===== src/rtl/pll_reset_pkg.sv =====
// Shared types and helpers for the PLL reset sequencer.
package pll_reset_pkg;

  typedef enum logic [2:0] {
    RESET_HOLD,
    WAIT_LOCK,
    SETTLE,
    RELEASE_PIX,
    RUN
  } state_t;

  // Bits needed for a counter that runs 0 .. n-1 (never narrower than 1).
  function automatic int cnt_width(input int n);
    return (n > 1) ? $clog2(n) : 1;
  endfunction

endpackage


===== src/rtl/sync_2ff.sv =====
// Generic two-flop synchronizer, async active-high reset to zero.
module sync_2ff #(
  parameter int W = 1
) (
  input  logic         clk,
  input  logic         rst,
  input  logic [W-1:0] d,
  output logic [W-1:0] q
);

  logic [W-1:0] meta;

  // NOTE: non-blocking assignments make both stages sample together, so the chain stays two flops deep.
  always_ff @(posedge clk or posedge rst) begin
    if (rst) begin
      meta <= '0;
      q    <= '0;
    end else begin
      meta <= d;
      q    <= meta;
    end
  end

endmodule


===== src/rtl/pll_reset_seq.sv =====
// Sequences staggered pixel/draw resets from the PLL lock flag, with
// glitch-filtered lock-loss detection and a saturating loss counter.
module pll_reset_seq
  import pll_reset_pkg::*;
#(
  parameter int SETTLE_CYCLES  = 4096,
  parameter int STAGGER_CYCLES = 8,
  parameter int HOLD_CYCLES    = 16,
  parameter int LOSS_FILTER    = 4,
  parameter int CNT_W          = 8
) (
  input  logic             clk,
  input  logic             rst,
  input  logic             pll_locked,
  input  logic             clear_count,
  output logic             rst_pix,
  output logic             rst_draw,
  output logic             ready,
  output logic [CNT_W-1:0] lock_lost_count
);

  localparam int CNT_MAX = (SETTLE_CYCLES > STAGGER_CYCLES)
                         ? ((SETTLE_CYCLES > HOLD_CYCLES) ? SETTLE_CYCLES : HOLD_CYCLES)
                         : ((STAGGER_CYCLES > HOLD_CYCLES) ? STAGGER_CYCLES : HOLD_CYCLES);
  localparam int CW = cnt_width(CNT_MAX);
  localparam int LW = cnt_width(LOSS_FILTER);

  localparam logic [CW-1:0] HOLD_LAST    = CW'(HOLD_CYCLES - 1);
  localparam logic [CW-1:0] SETTLE_LAST  = CW'(SETTLE_CYCLES - 1);
  localparam logic [CW-1:0] STAGGER_LAST = CW'(STAGGER_CYCLES - 1);
  localparam logic [LW-1:0] LOSS_LAST    = LW'(LOSS_FILTER - 1);

  logic          lk;
  state_t        state, state_nx;
  logic [CW-1:0] cnt, cnt_nx;
  logic [LW-1:0] lf, lf_nx;
  logic          loss;

  sync_2ff #(.W(1)) u_lock_sync (
    .clk (clk),
    .rst (rst),
    .d   (pll_locked),
    .q   (lk)
  );

  // NOTE: every signal gets a default before the case so no path leaves one unassigned (no latches).
  always_comb begin
    state_nx = state;
    cnt_nx   = cnt;
    lf_nx    = '0;
    loss     = 1'b0;
    case (state)
      RESET_HOLD: begin
        if (cnt == HOLD_LAST) begin
          state_nx = WAIT_LOCK;
          cnt_nx   = '0;
        end else begin
          cnt_nx = cnt + CW'(1);
        end
      end
      WAIT_LOCK: begin
        cnt_nx = '0;
        if (lk) state_nx = SETTLE;
      end
      SETTLE: begin
        // A dropout here is not a loss event: lock was never declared.
        if (!lk) begin
          state_nx = WAIT_LOCK;
          cnt_nx   = '0;
        end else if (cnt == SETTLE_LAST) begin
          state_nx = RELEASE_PIX;
          cnt_nx   = '0;
        end else begin
          cnt_nx = cnt + CW'(1);
        end
      end
      RELEASE_PIX, RUN: begin
        if (!lk) begin
          if (lf == LOSS_LAST) loss = 1'b1;
          else                 lf_nx = lf + LW'(1);
        end
        if (loss) begin
          state_nx = RESET_HOLD;
          cnt_nx   = '0;
        end else if (state == RELEASE_PIX) begin
          if (cnt == STAGGER_LAST) begin
            state_nx = RUN;
            cnt_nx   = '0;
          end else begin
            cnt_nx = cnt + CW'(1);
          end
        end
      end
      default: begin
        state_nx = RESET_HOLD;
        cnt_nx   = '0;
      end
    endcase
  end

  // Outputs are registered from the next state so they change on the
  // same edge as the state and can never glitch low.
  always_ff @(posedge clk or posedge rst) begin
    if (rst) begin
      state           <= RESET_HOLD;
      cnt             <= '0;
      lf              <= '0;
      rst_pix         <= 1'b1;
      rst_draw        <= 1'b1;
      ready           <= 1'b0;
      lock_lost_count <= '0;
    end else begin
      state    <= state_nx;
      cnt      <= cnt_nx;
      lf       <= lf_nx;
      rst_pix  <= !(state_nx inside {RELEASE_PIX, RUN});
      rst_draw <= (state_nx != RUN);
      ready    <= (state_nx == RUN);
      if (clear_count)
        lock_lost_count <= '0;
      else if (loss && !(&lock_lost_count))
        lock_lost_count <= lock_lost_count + CNT_W'(1);
    end
  end

endmodule


===== config.mk =====
export PLATFORM = sky130hd
export DESIGN_NAME = pll_reset_seq
export DESIGN_NICKNAME = d
export VERILOG_FILES = /design/src/rtl/pll_reset_pkg.sv /design/src/rtl/sync_2ff.sv /design/src/rtl/pll_reset_seq.sv
export SDC_FILE = /design/constraint.sdc
export NUM_CORES = 1
export LEC_CHECK = 0
export BUFFER_PORTS_ARGS = -buffer_cell sky130_fd_sc_hd__buf_2
export CAP_MARGIN = 20
export CORE_AREA = 2 2 59 61
export DETAILED_ROUTE_END_ITERATION = 12
export DIE_AREA = 0 0 61 63
export GPL_TIMING_DRIVEN = 0
export PLACE_DENSITY_LB_ADDON = 0.3
export SYNTH_ARGS = -nofsm -noshare
export SYNTH_HDL_FRONTEND = slang
export SYNTH_SLANG_ARGS = --single-unit

===== constraint.sdc =====
create_clock -name clk -period 5 [get_ports clk]
set_input_delay 0.75 -clock clk [delete_from_list [all_inputs] [get_ports clk]]
set_output_delay 0.75 -clock clk [all_outputs]
set_load 0.02 [all_outputs]

-- After elaboration in Yosys (flattened, before gate mapping)
Cells that the tools add are included.
- register bits after elaboration: 30
- bits in latches: 0
- RAM bits: 0
- ROM bits: 0
- input port bits: 4
- output and inout port bits: 11
- word-level logic and storage cells: 56
- memories kept: 0
- $add $sub $neg: 3
- $mul: 0
- div/mod/pow operators: 0
- $lt $le $gt $ge: 0
- equal/unequal tests: 12
- shifts and indexed selects: 0
- mux-type cells: 24
- bitwise gates (word level): 0
- reductions and logical operators: 8
- operators with widths (kind ; number):
    $mux 12 ; 6
    $pmux 12 s3 ; 1
    $mux 3 ; 7
    $mux 8 ; 2
    $add 12x1->12 const B ; 1
    $eq 12x12->1 const B ; 1
    $eq 12x3->1 const B ; 1
    $eq 12x4->1 const B ; 1
    $pmux 3 s4 ; 1
    $eq 3x2->1 const B ; 3
    $add 8x1->8 const B ; 1
    $reduce_and 8->1 ; 1
    $eq 3x3->1 const B ; 2
    $mux 2 ; 3
    $ne 3x3->1 const B ; 2
    $mux 1 ; 4
    $reduce_bool 2->1 ; 2
    $eq 3x1->1 const B ; 1
    $logic_not 3->1 ; 1
    $add 2x1->2 const B ; 1
    $eq 2x2->1 const B ; 1
    $logic_not 1->1 ; 2
    $reduce_or 2->1 ; 1
    $logic_and 1x1->1 ; 1

-- Logic depth before layout (Yosys ltp)
Gate-level depths: netlist of run 1.
- depth after elaboration: 9
- gate-level depth with buffers: 7
- mapped depth without buffers: 6

-- Cells and area by module
From an unflattened synthesis of run 1, not the netlist that was laid out.
- cell total of the unflattened synthesis: 161
- area, all modules: 1622.8 µm²
- modules (own cells, without submodules) (module ; times used ; cells an instance ; area an instance (µm²) ; seq. area each (µm²)):
    pll_reset_seq ; 1 ; 158 ; 1569.0 ; 703.2
    sync_2ff ; 1 ; 3 ; 53.8 ; 50.0

-- Worst setup path before layout of run 1
Ideal clock, no wire load.
- path type: reg2reg
- start: register cnt[0]
- end: register cnt[3]
- setup time: 0.143 ns
- arrival time: 1.634 ns
- required time: 4.857 ns
- slack: 3.224 ns
- stages on the path, launching flop included: 7
- period minus slack after synthesis: 1.776 ns
- cells stage by stage: dfrtp_1 -> ha_1 -> nand4_1 -> nor4_1 -> nor2b_1 -> o31ai_1 -> o22ai_1
- longest elaborated chain between the ends: 5
- ends and longest elaborated chain (what ; RTL line ; source):
    from (decl) ; pll_reset_seq.sv:35 ; logic [CW-1:0] cnt, cnt_nx;
    from (signal assigned) ; pll_reset_seq.sv:114 ; cnt <= cnt_nx;
    $add 12x1->12 or $eq 12x3->1 (tied branches) ; -- ;
    $mux 12 ; pll_reset_seq.sv:86 ; if (cnt == STAGGER_LAST) begin
    $mux 12 ; pll_reset_seq.sv:85 ; end else if (state == RELEASE_PIX) begin
    $mux 12 ; pll_reset_seq.sv:82 ; if (loss) begin
    $pmux 12 s3 * ; pll_reset_seq.sv:52 ; case (state)
Every way passes the cells marked *; elsewhere a longest branch is shown, timed or not. The select of a mux whose other input is x is not followed.
A chain may end at the register's enable or synchronous reset.

-- Final worst setup path of run 1
- start: register cnt[0]
- end: register cnt[4]
The elaborated chain is that of the path after synthesis.

==> flow_summary_export.csv, run 1 <==
group,metric,value,unit
final_layout,final_common_cell,"dfrtp_1",
detailed_routing,drtAntennaViolNets,0,
detailed_routing,vias,1346,
final_layout,syn2layout_area_growth,12.20,%
detailed_routing,wl_met3,144,um
worst_setup_path,cpPeakStageDelay,0.50,ns
worst_setup_path,critPathKind,"reg2reg",
logic_synthesis,synth_edf_count,0,
timing,relSlewSlack,57.34,%
timing,setup_viol,0,
logic_synthesis,netlist_instances,173,
logic_synthesis,synth_nets,180,
detailed_routing,first_pass_iters,5,
final_layout,final_cell_mix,"dfrtp_1, buf_2, nor2_1, nand2_1, nor3_1",
hold_path,worstHoldPathType,"reg2reg",
logic_synthesis,ys_types,49,
logic_synthesis,synth_area,1652,um2
final_layout,final_nets,201,
logic_synthesis,yosys_warnings,0,
global_routing,grt_pass1_wl,5.637,mm
logic_synthesis,ys_seq_area_share,45.61,%
floorplan,start_util,51.10,%
pwr,p_per_area,335.0,nW/um2
pwr,p_leak,0.8116,nW
timing,fin_tns_setup,0,ns
placement,dp.cells,233,
worst_setup_path,startpoint,"cnt[0]$_DFFE_PP0P_",
floorplan,ios,15,
global_routing,grt_overflow,0,
clock_network,htreeDepth,2,
worst_setup_path,crit_slowest_cell,"nor4_1",
timing,worstMarginPinSlew,0.6393,ns
worst_setup_path,path_cells,"ha_1 -> nand4_1 -> nor4_1 -> nor2b_1 -> o31ai_1 -> o22ai_1",
outcome,status,"completed",
floorplan,die_h,63,um
final_layout,diodes,0,
clock_network,ctsHoldBuffers,0,
worst_setup_path,reg2reg_from,"cnt[0]$_DFFE_PP0P_",
clock_network,postCtsSetupBuffers,0,
floorplan,die_area,3843,um2
detailed_routing,top_layer,"met4",
timing,hold_viol_final,0,
global_routing,grt_usage,19.60,%
clock_network,cts-buffers-inserted,5,
placement,gp_congestion,0.8466,
worst_setup_path,cp.required,5.20,ns
detailed_routing,drt_wl_total,3.178,mm
clock_network,cts_root_buf,"clkbuf_4",
logic_synthesis,ys.flop_type,"dfrtp_1",
worst_setup_path,r2r_setup_slack,2.71,ns
timing,skew,0.009368,ns
final_layout,fillers,293,
detailed_routing,drc,0,
detailed_routing,drt-met1-wl,1.408,mm
timing,period_minus_slack,2.287,ns
worst_setup_path,critPathArrivalTime,2.48,ns
logic_synthesis,synth_seq_cells,30,
final_layout,drive_gt1_share,20.51,%
global_routing,grt_max_degree,18,
detailed_routing,wl_met2,1.547,mm
final_layout,final_cells,241,
clock_network,clk_pin_slew,0.10,ns
clock_network,cts_tree,"done",
hold_path,hold_path_depth,0,
clock_network,cts.sinks,30,
detailed_routing,viasPerCell,5.585,
run,cap_violations,0,
global_routing,grt_pass1_vias,1259,
timing,slew_violations,0,
placement,hpwl,2.299,mm
global_routing,grt_antenna_before_repair,0,
worst_setup_path,timing.rr.end,"cnt[4]$_DFFE_PP0P_",
worst_setup_path,critPathLaunchType,"flop",
timing,rsz0062_at_grt,"false",
worst_setup_path,crit_fanout,5,
floorplan,core-area,3232,um2
clock_network,clockBufferDepth,2,
hold_path,hold_start,"u_lock_sync.meta$_DFF_PP0_",
placement,port_buffers,13,
floorplan,rows,21,
timing,finalCritPeriodShare,45.73,%
clock_network,cts-resized-gates,0,
worst_setup_path,worstSetupEndpointType,"flop",
hold_path,hold_end,"u_lock_sync.q$_DFF_PP0_",
floorplan,dieWidth,61,um
pwr,peakVddDrop,0.1942,mV
timing,fmax,0.4373,GHz
detailed_routing,wire_per_inst,13.19,um
logic_synthesis,syn_area_per_cell,9.547,um2
detailed_routing,dr.first_iter.drc_count,50,
worst_setup_path,rr_worst_depth,6,
logic_synthesis,synthArstFlopShare,100.0,%
clock_network,clk_latency,0.33,ns
critical path, delay by kind of cell (launching register included):
family | cells | cell delay, ns
adders and majority gates | 1 | 0.26
and+or+nand+nor | 3 | 0.90
AOI/OAI and AO/OA | 2 | 0.58
DFF | 1 | 0.41
area by class of cell:
class / instances / area [um2] / area share, %
clock buffer: 6 / 51.30 / 2.768
buffer: 7 / 40.04 / 2.161
inverter: 5 / 18.77 / 1.013
multi-input combinational: 131 / 839.6 / 45.31
sequential: 30 / 753.2 / 40.65
clock inverter: 2 / 12.51 / 0.6752
tap: 46 / 57.56 / 3.106
timing repair buffer: 14 / 80.08 / 4.321
layer usage:
| metal | up-vias | GRT usage (%) |
|---|---|---|
| met5 | - | 0 |
| met4 | 0 | 8.424 |
| met3 | 9 | 6.211 |
| met2 | 38 | 30.24 |
| met1 | 630 | 24.80 |
| li1 | 669 | - |
sequential cells by signal (all words and copies together) (netlist names):
signal / count
cnt: 12
rst_pix: 1
u_lock_sync.q: 1
state: 3
rst_draw: 1
lock_lost_count: 8
lf: 2
ready: 1
u_lock_sync.meta: 1
stage by stage:
| step | power, mW | worst slack, ns | area, um2 | hold slack [ns] | util (%) |
|---|---|---|---|---|---|
| 2_1_floorplan | 0.4341 | 3.224 | 1652 | 0.3312 | - |
| 3_3_place_gp | 0.4628 | 2.793 | 1774 | 0.3340 | 54.90 |
| 3_5_place_dp | 0.4719 | 2.758 | 1789 | 0.3379 | 55.36 |
| 4_1_cts | 0.6277 | 2.738 | 1853 | 0.3612 | 57.34 |
| 5_1_grt | 0.6678 | 2.422 | 1853 | 0.3651 | 57.34 |
| 6_report | 0.6208 | 2.713 | 1853 | 0.3581 | 57.34 |
cells in the mapped netlist, drive strengths merged, types with 2 or more instances:
cell / number / area share (%)
o22ai: 2 / 0.76
a211oi: 2 / 0.91
nor2b: 2 / 0.76
nand3b: 2 / 0.91
nand2b: 3 / 1.1
or2: 3 / 1.1
a21oi: 4 / 2.1
ha: 3 / 2.3
nand2: 16 / 3.6
and2: 2 / 0.76
a21o: 2 / 0.91
dfrtp: 28 / 42
and3: 2 / 0.76
nor3: 11 / 3.3
nor2: 17 / 4.3
o31a: 2 / 1.1
buf: 6 / 2.1
nor4: 6 / 3.2
inv: 5 / 1.1
nand4: 5 / 1.9
dfstp: 2 / 3.2
o21a: 2 / 0.91
mux2i: 4 / 2.4
xor2: 7 / 3.7
o21ai: 10 / 3.0
nand3: 8 / 2.4
or3: 2 / 0.76
how the worst max path moves through the flow:
stage | depth (start not counted) | endpoint | slack, ns
after CTS | 6 | cnt[4]$_DFFE_PP0P_ | 2.74
final | 6 | cnt[4]$_DFFE_PP0P_ | 2.71
after detailed placement | 6 | cnt[4]$_DFFE_PP0P_ | 2.76
after floorplan | 6 | cnt[3]$_DFFE_PP0P_ | 3.22
after global routing | 6 | cnt[4]$_DFFE_PP0P_ | 2.42
after global placement | 6 | cnt[3]$_DFFE_PP0P_ | 2.79
logic make-up after synthesis:
kind of cell             count (synthesis)  synth area share [%]
buffers and inverters                   12                 3.560
adder cells (fa/ha/maj)                  3                 2.273
flip-flops                              30                 45.61
AO/OA/AOI/OAI                           32                 14.24
multiplexers                             4                 2.424
AND/OR/NAND/NOR                         84                 27.65
XOR/XNOR                                 8                 4.243
report_power, final:
part	total [mW]	internal [mW]	leakage (nW)	switching [mW]
logic	0.183	0.0774	0.376	0.105
registers	0.285	0.268	0.402	0.0168
clock network	0.153	0.0675	0.0343	0.0860
(Power assumes the default switching activity.)
==> inputs of run 2 (changes only) <==
--- a/config.mk
+++ b/config.mk
@@ -5,11 +5,12 @@
 export SDC_FILE = /design/constraint.sdc
 export NUM_CORES = 1
 export LEC_CHECK = 0
+export ABC_AREA = 1
 export BUFFER_PORTS_ARGS = -buffer_cell sky130_fd_sc_hd__buf_2
 export CAP_MARGIN = 20
-export CORE_AREA = 2 2 59 61
+export CORE_AREA = 2 2 60 62
 export DETAILED_ROUTE_END_ITERATION = 12
-export DIE_AREA = 0 0 61 63
+export DIE_AREA = 0 0 62 64
 export GPL_TIMING_DRIVEN = 0
 export PLACE_DENSITY_LB_ADDON = 0.3
 export SYNTH_ARGS = -nofsm -noshare
==> constraint.sdc (replaced) <==
create_clock -name clk -period 1.95 [get_ports clk]
set_input_delay 0.2925 -clock clk [delete_from_list [all_inputs] [get_ports clk]]
set_output_delay 0.2925 -clock clk [all_outputs]
set_load 0.02 [all_outputs]
==> run 2 against run 1 <==
  * Worst setup slack lost 2.3 ns
  * Combinational power up 100%
  * Power grew 140%
  * Clock skew decreased by 0.0041 ns
  * Largest cell class unchanged
  * Largest power group unchanged
  * Highest routed layer unchanged
==> flow_summary_export.csv, run 2 <==
group,metric,value,unit
logic_synthesis,ys_top_cells_by_count,"nand2_1, nor2_1, dfrtp_1",
floorplan,rows,21,
floorplan,die_h,64,um
final_layout,final_area,1917,um2
worst_setup_path,crit_fanout,7,
global_routing,grt_max_degree,18,
clock_network,cts_tree,"done",
clock_network,cts.sinks,30,
clock_network,clockBufferDepth,2,
logic_synthesis,synth_edf_count,0,
logic_synthesis,synth.area.top_cells,"dfrtp_1, nand2_1, nor2_1",
final_layout,top_register,"cnt",
detailed_routing,drt_wl_total,3.088,mm
hold_path,worstHoldPathType,"in2async",
clock_network,cts-buffers-inserted,5,
worst_setup_path,critical_path_buf_inv_count,0,
detailed_routing,drc,0,
global_routing,grt_pass1_wl,5.457,mm
worst_setup_path,critPathLaunchType,"flop",
floorplan,core-area,3284,um2
pwr,p_sw,0.5003,mW
pwr,p_per_area,764.2,nW/um2
pwr,peakVddDrop,0.6013,mV
worst_setup_path,cp.required,2.16,ns
global_routing,grt_pass1_vias,1287,
worst_setup_path,worstSetupEndpoint,"cnt[5]$_DFFE_PP0P_",
worst_setup_path,crit_slowest_cell,"dfrtp_1",
worst_setup_path,worstSetupEndpointType,"flop",
pwr,switching_share,34.15,%
worst_setup_path,critPathArrivalTime,1.78,ns
clock_network,ctsHoldBuffers,0,
floorplan,start_util,52.15,%
final_layout,final_nets,243,
clock_network,htreeDepth,2,
logic_synthesis,ys_types,29,
worst_setup_path,path_cells,"ha_1 -> nand3_1 -> nor2_1 -> nand2_1 -> nand2_1 -> nand3_4 -> nor2_4 -> nor2_1",
global_routing,grt_antenna_before_repair,0,
timing,rsz0062_at_grt,"false",
worst_setup_path,rr_worst_depth,8,
timing,fin_tns_setup,0,ns
clock_network,cts-resized-gates,0,
logic_synthesis,yosys_warnings,0,
final_layout,largestRegisters,"cnt: 12 flops, lock_lost_count: 8 flops, state: 3 flops",
timing,setup_viol,0,
placement,port_buffers,14,
final_layout,final_util,58.36,%
pwr,pwr-share-clk,23.3,%
floorplan,ios,15,
global_routing,grt_usage,18.60,%
floorplan,die_area,3968,um2
detailed_routing,viasPerCell,4.961,
worst_setup_path,timing.rr.end,"cnt[5]$_DFFE_PP0P_",
final_layout,final_cells,283,
final_layout,syn2layout_area_growth,11.91,%
logic_synthesis,ys_seq_area_share,43.97,%
floorplan,dieWidth,62,um
final_layout,drive_gt1_share,21.10,%
final_layout,final_cell_mix,"nand2_1, nor2_1, dfrtp_1",
placement,dpl_cell_area,1868,um2
logic_synthesis,ys.flop_type,"dfrtp_1",
final_layout,final_common_cell,"nand2_1",
logic_synthesis,netlist_instances,214,
placement,dp.cells,275,
placement,pre_cts_ws,0.3875,ns
worst_setup_path,critPathKind,"reg2reg",
clock_network,clk_pin_slew,0.09,ns
logic_synthesis,synth_nets,221,
pwr,combPwrFrac,25.5,%
logic_synthesis,synth_area,1713,um2
placement,gp_congestion,0.8929,
final_layout,diodes,0,
worst_setup_path,r2r_setup_slack,0.38,ns
pwr,p_int,0.9646,mW
worst_setup_path,startpoint,"cnt[0]$_DFFE_PP0P_",
timing,hold_viol_final,0,
final_layout,fillers,311,
detailed_routing,vias,1404,
timing,worstMarginPinSlew,0.6155,ns
clock_network,cts_root_buf,"clkbuf_4",
placement,hpwl,2.365,mm
pwr,power_frac_seq,51.2,%
pwr,p_leak,0.9136,nW
timing,period_minus_slack,1.566,ns
final_layout,largest_register_ffs,12,
timing,finalCritPeriodShare,80.29,%
timing,slew_violations,0,
timing,fmax,0.6387,GHz
logic_synthesis,synth_top_cell_area_share,40.91,%
timing,skew,0.005276,ns
worst_setup_path,reg2reg_from,"cnt[0]$_DFFE_PP0P_",
detailed_routing,wire_per_inst,10.91,um
detailed_routing,dr.first_iter.drc_count,56,
logic_synthesis,synthArstFlopShare,100.0,%
clock_network,clk_latency,0.32,ns
timing,hold_ws,0.03355,ns
worst_setup_path,cp.depth,8,
outcome,status,"completed",
worst_setup_path,cpLargestDelayFamily,"simple AND/OR/NAND/NOR gates",
logic_synthesis,syn_area_per_cell,8.004,um2
pwr,power.total,1.465,mW
worst_setup_path,cpPeakStageDelay,0.40,ns
clock_network,postCtsSetupBuffers,0,
detailed_routing,first_pass_iters,4,
timing,relSlewSlack,58.92,%
timing,layout_setup_ws,0.3844,ns
logic_synthesis,synth_most_common_cell,"nand2_1",
logic_synthesis,synth_top_cell_by_area,"dfrtp_1",
run,cap_violations,0,
detailed_routing,drtAntennaViolNets,0,
logic_synthesis,synth_seq_cells,30,
global_routing,grt_overflow,0,
## run 2: changes by cell type in the layout (fill, tap and decap cells not counted), sizes merged, moves of 4 or more
cell,delta
buf,-5
nand2,+50
nor3,-8
nor2,+19
mux2i,-4
o21ai,-6
inv,+19
nor4,-5
nand3,+12
## run 2: power groups by stage
stage | combinational, mW | clock (mW) | sequential (mW)
after CTS | 0.377 | 0.356 | 0.750
after floorplan | 0.294 | 0 | 0.758
after global routing | 0.441 | 0.379 | 0.760
after detailed placement | 0.377 | 0 | 0.762
after global placement | 0.366 | 0 | 0.759
final | 0.374 | 0.341 | 0.750
## run 2: kinds of logic after synthesis
| family | count (synthesis) | synth area share [%] |
|---|---|---|
| compound gates | 11 | 3.871 |
| xor+xnor | 8 | 4.090 |
| fa+ha+maj | 3 | 2.192 |
| buf+inv | 24 | 5.260 |
| flops | 30 | 43.97 |
| simple gates | 138 | 40.61 |
## run 2: cell type report
| type | instances | area (um2) | area share (%) |
|---|---|---|---|
| Timing Repair Buffer | 15 | 97.59 | 5.091 |
| Clock buffer | 8 | 48.80 | 2.546 |
| Sequential cell | 30 | 753.2 | 39.29 |
| Tap cell | 46 | 57.56 | 3.003 |
| Multi-Input combinational cell | 160 | 869.6 | 45.37 |
| Inverter | 24 | 90.09 | 4.700 |
## run 2: worst min path at each step
stage | endpoint | slack [ns] | from
2_1_floorplan | u_lock_sync.meta$_DFF_PP0_ | 0.32 | pll_locked
3_3_place_gp | u_lock_sync.q$_DFF_PP0_ | 0.34 | u_lock_sync.meta$_DFF_PP0_
3_5_place_dp | u_lock_sync.q$_DFF_PP0_ | 0.35 | u_lock_sync.meta$_DFF_PP0_
4_1_cts | lf[1]$_DFF_PP0_ | 0.04 | rst
5_1_grt | u_lock_sync.meta$_DFF_PP0_ | 0.05 | pll_locked
6_report | lock_lost_count[7]$_DFFE_PP0P_ | 0.03 | rst
## run 2: per-layer routing
| layer | share of wire [%] | up-vias | global-route usage (%) |
|---|---|---|---|
| met5 | 0 | - | 0 |
| met4 | 2.0 | 0 | 8.777 |
| met3 | 4.2 | 6 | 5.466 |
| met2 | 46 | 27 | 27.73 |
| met1 | 48 | 639 | 24.22 |
| li1 | - | 732 | - |
